## config.mk

```make
export PLATFORM = sky130hd
export DESIGN_NAME = uart_tx_param
export DESIGN_NICKNAME = d
export VERILOG_FILES = /design/src/rtl/uart_tx_param_pkg.sv /design/src/rtl/uart_tx_fifo.sv /design/src/rtl/uart_tx_param.sv
export SDC_FILE = /design/constraint.sdc
export NUM_CORES = 1
export LEC_CHECK = 0
export ABC_CLOCK_PERIOD_IN_PS = 6900
export CAP_MARGIN = 15
export CORE_MARGIN = 5
export CORE_UTILIZATION = 45
export CTS_CLUSTER_SIZE = 25
export DETAILED_ROUTE_END_ITERATION = 8
export PLACE_DENSITY = 0.71
export SKIP_CTS_REPAIR_TIMING = 1
export SKIP_LAST_GASP = 1
export SLEW_MARGIN = 5
export SYNTH_ARGS = -nofsm -noshare
export SYNTH_HDL_FRONTEND = slang
export SYNTH_SLANG_ARGS = --single-unit
export TNS_END_PERCENT = 1
```

## constraint.sdc

```tcl
create_clock -name clock -period 6.9 [get_ports clock]
set_input_delay 1.38 -clock clock [delete_from_list [all_inputs] [get_ports clock]]
set_output_delay 1.38 -clock clock [all_outputs]
set_load 0.02 [all_outputs]
```

## src/rtl/uart_tx_param_pkg.sv

```systemverilog
// Shared definitions for the parametrised UART transmitter and its input FIFO.
// Holds the parity mode codes, the frame FSM encoding and a constant clog2 helper.
package uart_tx_param_pkg;

  localparam int PAR_NONE = 0;
  localparam int PAR_ODD  = 1;
  localparam int PAR_EVEN = 2;

  typedef enum logic [2:0] {
    IDLE  = 3'd0,
    START = 3'd1,
    DATA  = 3'd2,
    PAR   = 3'd3,
    STOP  = 3'd4
  } state_t;

  // Bits needed to hold values 0..value-1 (0 for value <= 1).
  function automatic int clog2(input int value);
    int r;
    int v;
    r = 0;
    v = value - 1;
    while (v > 0) begin
      r = r + 1;
      v = v >> 1;
    end
    return r;
  endfunction

endpackage

```

## src/rtl/uart_tx_fifo.sv

```systemverilog
// Small show-ahead FIFO: rd_data always presents the head entry while not empty.
// Pointers carry one extra wrap bit so full and empty are told apart without a counter.
module uart_tx_fifo
  import uart_tx_param_pkg::*;
#(
  parameter int WIDTH = 8,
  parameter int DEPTH = 4
) (
  input  logic                    clock,
  input  logic                    reset_n,
  input  logic                    wr_en,
  input  logic [WIDTH-1:0]        wr_data,
  input  logic                    rd_en,
  output logic [WIDTH-1:0]        rd_data,
  output logic                    empty,
  output logic                    full,
  output logic [clog2(DEPTH):0]   count
);

  localparam int AW = clog2(DEPTH);

  if (DEPTH < 2 || (DEPTH & (DEPTH - 1)) != 0) begin : g_bad_depth
    $error("uart_tx_fifo: DEPTH must be a power of two >= 2");
  end

  logic [WIDTH-1:0] mem [DEPTH];
  logic [AW:0]      wr_ptr;
  logic [AW:0]      rd_ptr;
  logic             do_wr;
  logic             do_rd;

  // A write while full is dropped even if a read frees a slot this cycle.
  assign do_wr = wr_en & ~full;
  assign do_rd = rd_en & ~empty;

  always_ff @(posedge clock or negedge reset_n) begin
    if (!reset_n) begin
      wr_ptr <= '0;
      rd_ptr <= '0;
    end else begin
      if (do_wr) wr_ptr <= wr_ptr + (AW + 1)'(1);
      if (do_rd) rd_ptr <= rd_ptr + (AW + 1)'(1);
    end
  end

  always_ff @(posedge clock) begin
    if (do_wr) mem[wr_ptr[AW-1:0]] <= wr_data;
  end

  assign rd_data = mem[rd_ptr[AW-1:0]];
  assign empty   = (wr_ptr == rd_ptr);
  assign full    = (wr_ptr[AW] != rd_ptr[AW]) && (wr_ptr[AW-1:0] == rd_ptr[AW-1:0]);
  assign count   = wr_ptr - rd_ptr;

endmodule

```

## src/rtl/uart_tx_param.sv

```systemverilog
// UART transmitter with elaboration-time frame format and a queued input FIFO.
// Frames go out back-to-back while words are queued; the line idles high otherwise.
module uart_tx_param
  import uart_tx_param_pkg::*;
#(
  parameter int CLK_DIV    = 10416,
  parameter int DATA_BITS  = 8,
  parameter int PARITY     = 0,
  parameter int STOP_BITS  = 1,
  parameter int FIFO_DEPTH = 4
) (
  input  logic                 clock,
  input  logic                 reset_n,
  input  logic [DATA_BITS-1:0] in,
  input  logic                 en,
  output logic                 full,
  output logic                 out,
  output logic                 busy
);

  localparam int             CW        = clog2(CLK_DIV);
  localparam int             AW        = clog2(FIFO_DEPTH);
  localparam logic [CW-1:0]  DIV_LAST  = CW'(CLK_DIV - 1);
  localparam logic [3:0]     DATA_LAST = 4'(DATA_BITS - 1);
  localparam logic [3:0]     STOP_LAST = 4'(STOP_BITS - 1);
  localparam logic           ODD_INV   = (PARITY == PAR_ODD);

  if (CLK_DIV < 2) begin : g_bad_div
    $error("uart_tx_param: CLK_DIV must be >= 2");
  end
  if (DATA_BITS < 5 || DATA_BITS > 9) begin : g_bad_bits
    $error("uart_tx_param: DATA_BITS must be 5..9");
  end
  if (PARITY != PAR_NONE && PARITY != PAR_ODD && PARITY != PAR_EVEN) begin : g_bad_par
    $error("uart_tx_param: PARITY must be 0, 1 or 2");
  end
  if (STOP_BITS != 1 && STOP_BITS != 2) begin : g_bad_stop
    $error("uart_tx_param: STOP_BITS must be 1 or 2");
  end

  state_t               state_q, state_d;
  logic [CW-1:0]        cnt_q, cnt_d;
  logic [3:0]           idx_q, idx_d;
  logic [DATA_BITS-1:0] shreg_q, shreg_d;
  logic                 par_q, par_d;
  logic                 out_q, out_d;
  logic                 tick;
  logic                 load;
  logic                 pop;
  logic [DATA_BITS-1:0] fifo_data;
  logic                 fifo_empty;
  logic [AW:0]          fifo_count;

  uart_tx_fifo #(
    .WIDTH (DATA_BITS),
    .DEPTH (FIFO_DEPTH)
  ) u_fifo (
    .clock   (clock),
    .reset_n (reset_n),
    .wr_en   (en),
    .wr_data (in),
    .rd_en   (pop),
    .rd_data (fifo_data),
    .empty   (fifo_empty),
    .full    (full),
    .count   (fifo_count)
  );

  always_ff @(posedge clock or negedge reset_n) begin
    if (!reset_n) begin
      state_q <= IDLE;
      cnt_q   <= '0;
      idx_q   <= '0;
      shreg_q <= '0;
      par_q   <= 1'b0;
      out_q   <= 1'b1;
    end else begin
      state_q <= state_d;
      cnt_q   <= cnt_d;
      idx_q   <= idx_d;
      shreg_q <= shreg_d;
      par_q   <= par_d;
      out_q   <= out_d;
    end
  end

  // Every bit is timed by one down-counter reloaded at each bit boundary.
  assign tick = (cnt_q == '0);

  always_comb begin
    state_d = state_q;
    cnt_d   = tick ? DIV_LAST : cnt_q - CW'(1);
    idx_d   = idx_q;
    shreg_d = shreg_q;
    par_d   = par_q;
    out_d   = out_q;
    load    = 1'b0;
    pop     = 1'b0;
    case (state_q)
      IDLE: begin
        out_d = 1'b1;
        cnt_d = '0;
        load  = !fifo_empty;
      end
      START: begin
        if (tick) begin
          state_d = DATA;
          out_d   = shreg_q[0];
          shreg_d = shreg_q >> 1;
          idx_d   = '0;
        end
      end
      DATA: begin
        if (tick) begin
          if (idx_q == DATA_LAST) begin
            idx_d = '0;
            if (PARITY != PAR_NONE) begin
              state_d = PAR;
              out_d   = par_q;
            end else begin
              state_d = STOP;
              out_d   = 1'b1;
            end
          end else begin
            idx_d   = idx_q + 4'd1;
            out_d   = shreg_q[0];
            shreg_d = shreg_q >> 1;
          end
        end
      end
      PAR: begin
        if (tick) begin
          state_d = STOP;
          out_d   = 1'b1;
          idx_d   = '0;
        end
      end
      STOP: begin
        if (tick) begin
          if (idx_q == STOP_LAST) begin
            if (!fifo_empty) begin
              load = 1'b1;
            end else begin
              state_d = IDLE;
              cnt_d   = '0;
              idx_d   = '0;
            end
          end else begin
            idx_d = idx_q + 4'd1;
          end
        end
      end
      default: begin
        state_d = IDLE;
        out_d   = 1'b1;
      end
    endcase
    // Latch the head word and its parity at pop so later writes cannot disturb the frame.
    if (load) begin
      pop     = 1'b1;
      shreg_d = fifo_data;
      par_d   = (^fifo_data) ^ ODD_INV;
      out_d   = 1'b0;
      cnt_d   = DIV_LAST;
      idx_d   = '0;
      state_d = START;
    end
  end

  assign out  = out_q;
  assign busy = (state_q != IDLE) | (fifo_count != '0);

endmodule
```

==> flow_metrics.py <==
metrics = {
    "finish": {
        "nNetsFinal": 299,
        "drive_gt1_frac": 0.120,
        "nFillCells": 570,
        "diodes": 0,
        "multiInputGateArea_um2": 1270,
        "regArea_um2": 1860,
        "synthToLayoutAreaGrowth_pct": 12.9,
    },
    "global_route": {
        "grt_start_max_net_pins": 37,
        "first_global_vias": 1974,
        "antenna_found_initial": 0,
        "grt.overflow.total": 0,
        "grt_pass1_wl_mm": 9.29,
        "grt_usage": 0.136,
    },
    "clock_network": {
        "htree_levels": 3,
        "cts_root_buffer": "clkbuf_8",
        "clock_latency_ps": 340,
        "cts_tree": "built",
        "clk_pin_slew_ps": 80,
        "clkSinkCount": 68,
        "cts_buffers": 9,
        "cts.path.max_buffers": 2,
    },
    "routing": {
        "vias_per_cell": 5.26,
        "via_count": 1994,
        "wl_mm": 5.37,
        "antenna_left": 0,
        "drtIter0Drc": 118,
        "wl_per_cell_um": 14.2,
        "drc": 0,
        "first_pass_iters": 4,
    },
    "synth": {
        "ys_seq_area_frac": 0.579,
        "synthMostInstantiatedCell": "dfrtp_1",
        "synth.area.top_cells": "edfxtp_1, dfrtp_1, mux4_2",
        "synth-compound-area-share": 0.0902,
        "synth_top_area_share": 0.299,
        "synthXorXnorAreaFrac": 0.0408,
        "synth_fa_ha_area_frac": 0.0389,
        "synth_ff_type": "dfrtp_1",
        "syn-cell-area_um2": 3220,
        "netlist_instances": 262,
        "synthDistinctLibCells": 51,
        "ys_ff_latch": 68,
        "yosys-top-cells-count": "dfrtp_1, edfxtp_1, nor2_1, nand2_1, inv_1",
        "synth_area_leader_cell": "edfxtp_1",
        "ys_warn_count": 0,
        "synth-async-reset-ratio": 0.529,
        "synth_top_family_by_area": "simple AND/OR/NAND/NOR gates",
        "synth_edf_count": 32,
        "post_synth.cell_area_avg_um2": 12.3,
        "muxShareOfSynthArea": 0.0844,
        "synth_fp_nets": 283,
        "synthSimpleGateAreaFrac": 0.140,
    },
    "timing": {
        "fmax_mhz": 266,
        "slew_violations": 0,
        "grt_setup_unrepaired": "false",
        "max_slew_margin": 0.466,
        "worst_pin_slew_ps": 800,
        "setup_tns_ps": 0,
        "clock_skew_ps": 10.7,
        "min_period_ps": 3760,
        "hold_violations": 0,
        "holdWs_ps": 488,
        "min_period_over_period": 0.545,
        "setup_violations": 0,
    },
    "run_status": {
        "status": "finished clean",
    },
    "setup_path": {
        "worstPathMaxFanout": 11,
        "crit_chain": "ha_1 -> and2_0 -> nor2b_1 -> clkdlybuf4s50_1",
        "cp-start-kind": "register",
        "reg2reg_depth": 5,
        "crit_required_ps": 5520,
        "arrival_ps": 2380,
        "critPathSlowestCell": "clkdlybuf4s50_1",
        "cpPeakStageDelay_ps": 630,
        "end_kind": "output pin",
        "criticalPathCategory": "register to output pin",
    },
    "power_and_ir_drop": {
        "p_per_area_nw_per_um2": 395,
        "ir_worst_vdd_v": 0.000177,
        "p_leak_nw": 1.42,
    },
    "die": {
        "die_height_um": 94.6,
        "pin_count": 14,
        "initial_core_util": 0.468,
        "dieWidth_um": 94.6,
        "coreArea_um2": 6870,
        "dieArea_um2": 8940,
        "rows": 30,
    },
    "worst_hold_path": {
        "hold_depth": 1,
        "min_path_type": "register to register",
    },
    "placement": {
        "place.gp.congestion": 0.801,
        "hpwl_mm": 3.77,
        "io_buffer_count": 13,
    },
    "run": {
        "maxCapViolations": 0,
    },
}
-- registers in the layout, summed over array words and instances (netlist names) --
| name | cells |
|---|---|
| idx_q | 4 |
| out | 1 |
| cnt_q | 14 |
| state_q | 3 |
| u_fifo.mem | 32 |
| u_fifo.wr_ptr | 3 |
| shreg_q | 8 |
| u_fifo.rd_ptr | 3 |
-- placed cells by master, fill, tap and decap left out, types with 2 or more instances in the layout --
master,count
a21oi_1,12
and2_1,6
and3_1,3
clkbuf_8,9
clkdlybuf4s50_1,12
clkinv_4,3
dfrtp_1,35
edfxtp_1,32
ha_1,10
inv_1,13
mux2i_1,8
mux4_2,8
nand2_1,15
nand2b_1,2
nand3_1,10
nor2_1,24
nor2b_1,3
nor3_1,2
nor4_1,4
o211ai_1,2
o21ai_0,12
o31ai_1,5
or3_1,2
or3b_2,2
or4_1,4
xnor2_1,8
xor2_1,7
-- worst paths after layout --
kind | start | slack (ps) | end
hold reg to reg | u_fifo.wr_ptr[2] | 490 | u_fifo.wr_ptr[2]
setup / recovery | u_fifo.rd_ptr[0] | 3140 | full
max in group asynchronous | reset_n | 5250 | shreg_q[5]
setup reg to reg | cnt_q[9] | 4120 | shreg_q[3]
min in group asynchronous | reset_n | 1130 | cnt_q[1]
hold / removal | u_fifo.wr_ptr[2] | 490 | u_fifo.wr_ptr[2]
-- stage by stage --
stage	worst slack, ps	power [mW]	util	cells	cell area [um^2]
finish	3140	1.43	0.529	379	3630
global route	2880	1.55	0.529	379	3630
CTS	3070	1.45	0.529	379	3630
detailed placement	3450	1.13	0.500	363	3430
global placement	3480	1.11	0.500	363	3430
floorplan	3960	1.01	-	262	3220
-- cell type report --
type	instances	area share
Clock buffer	9	0.0341
Sequential cell	68	0.513
Inverter	13	0.0134
Multi-Input combinational cell	172	0.349
Clock inverter	7	0.0210
Timing Repair Buffer	14	0.0365
Tap cell	96	0.0331
-- worst max-delay path: cells and delay by family (launching register included) --
| family | cells | cell delay (ps) |
|---|---|---|
| buffers and inverters | 1 | 630 |
| flip-flops | 1 | 600 |
| AND/OR/NAND/NOR | 2 | 440 |
| adder cells (fa/ha/maj) | 1 | 390 |
-- routing by layer --
layer	GRT usage	vias up	routed length (um)
li1	-	994	-
met1	0.178	965	2570
met2	0.215	29	2550
met3	0.0454	6	193
met4	0.0409	0	59
met5	0	-	0
-- where the power goes --
part	internal (mW)	leakage (nW)	switching [mW]
Clock	0.169	0.0974	0.152
Combinational	0.219	0.597	0.229
Sequential	0.559	0.728	0.106
Total	0.946	1.42	0.487
-- cell families after synthesis --
family	after synthesis
flip-flops	68
multiplexers	17
XOR/XNOR	15
buffers and inverters	22
AND/OR/NAND/NOR	85
adder cells (fa/ha/maj)	10
AO/OA/AOI/OAI	45
(Power assumes the default switching activity.)
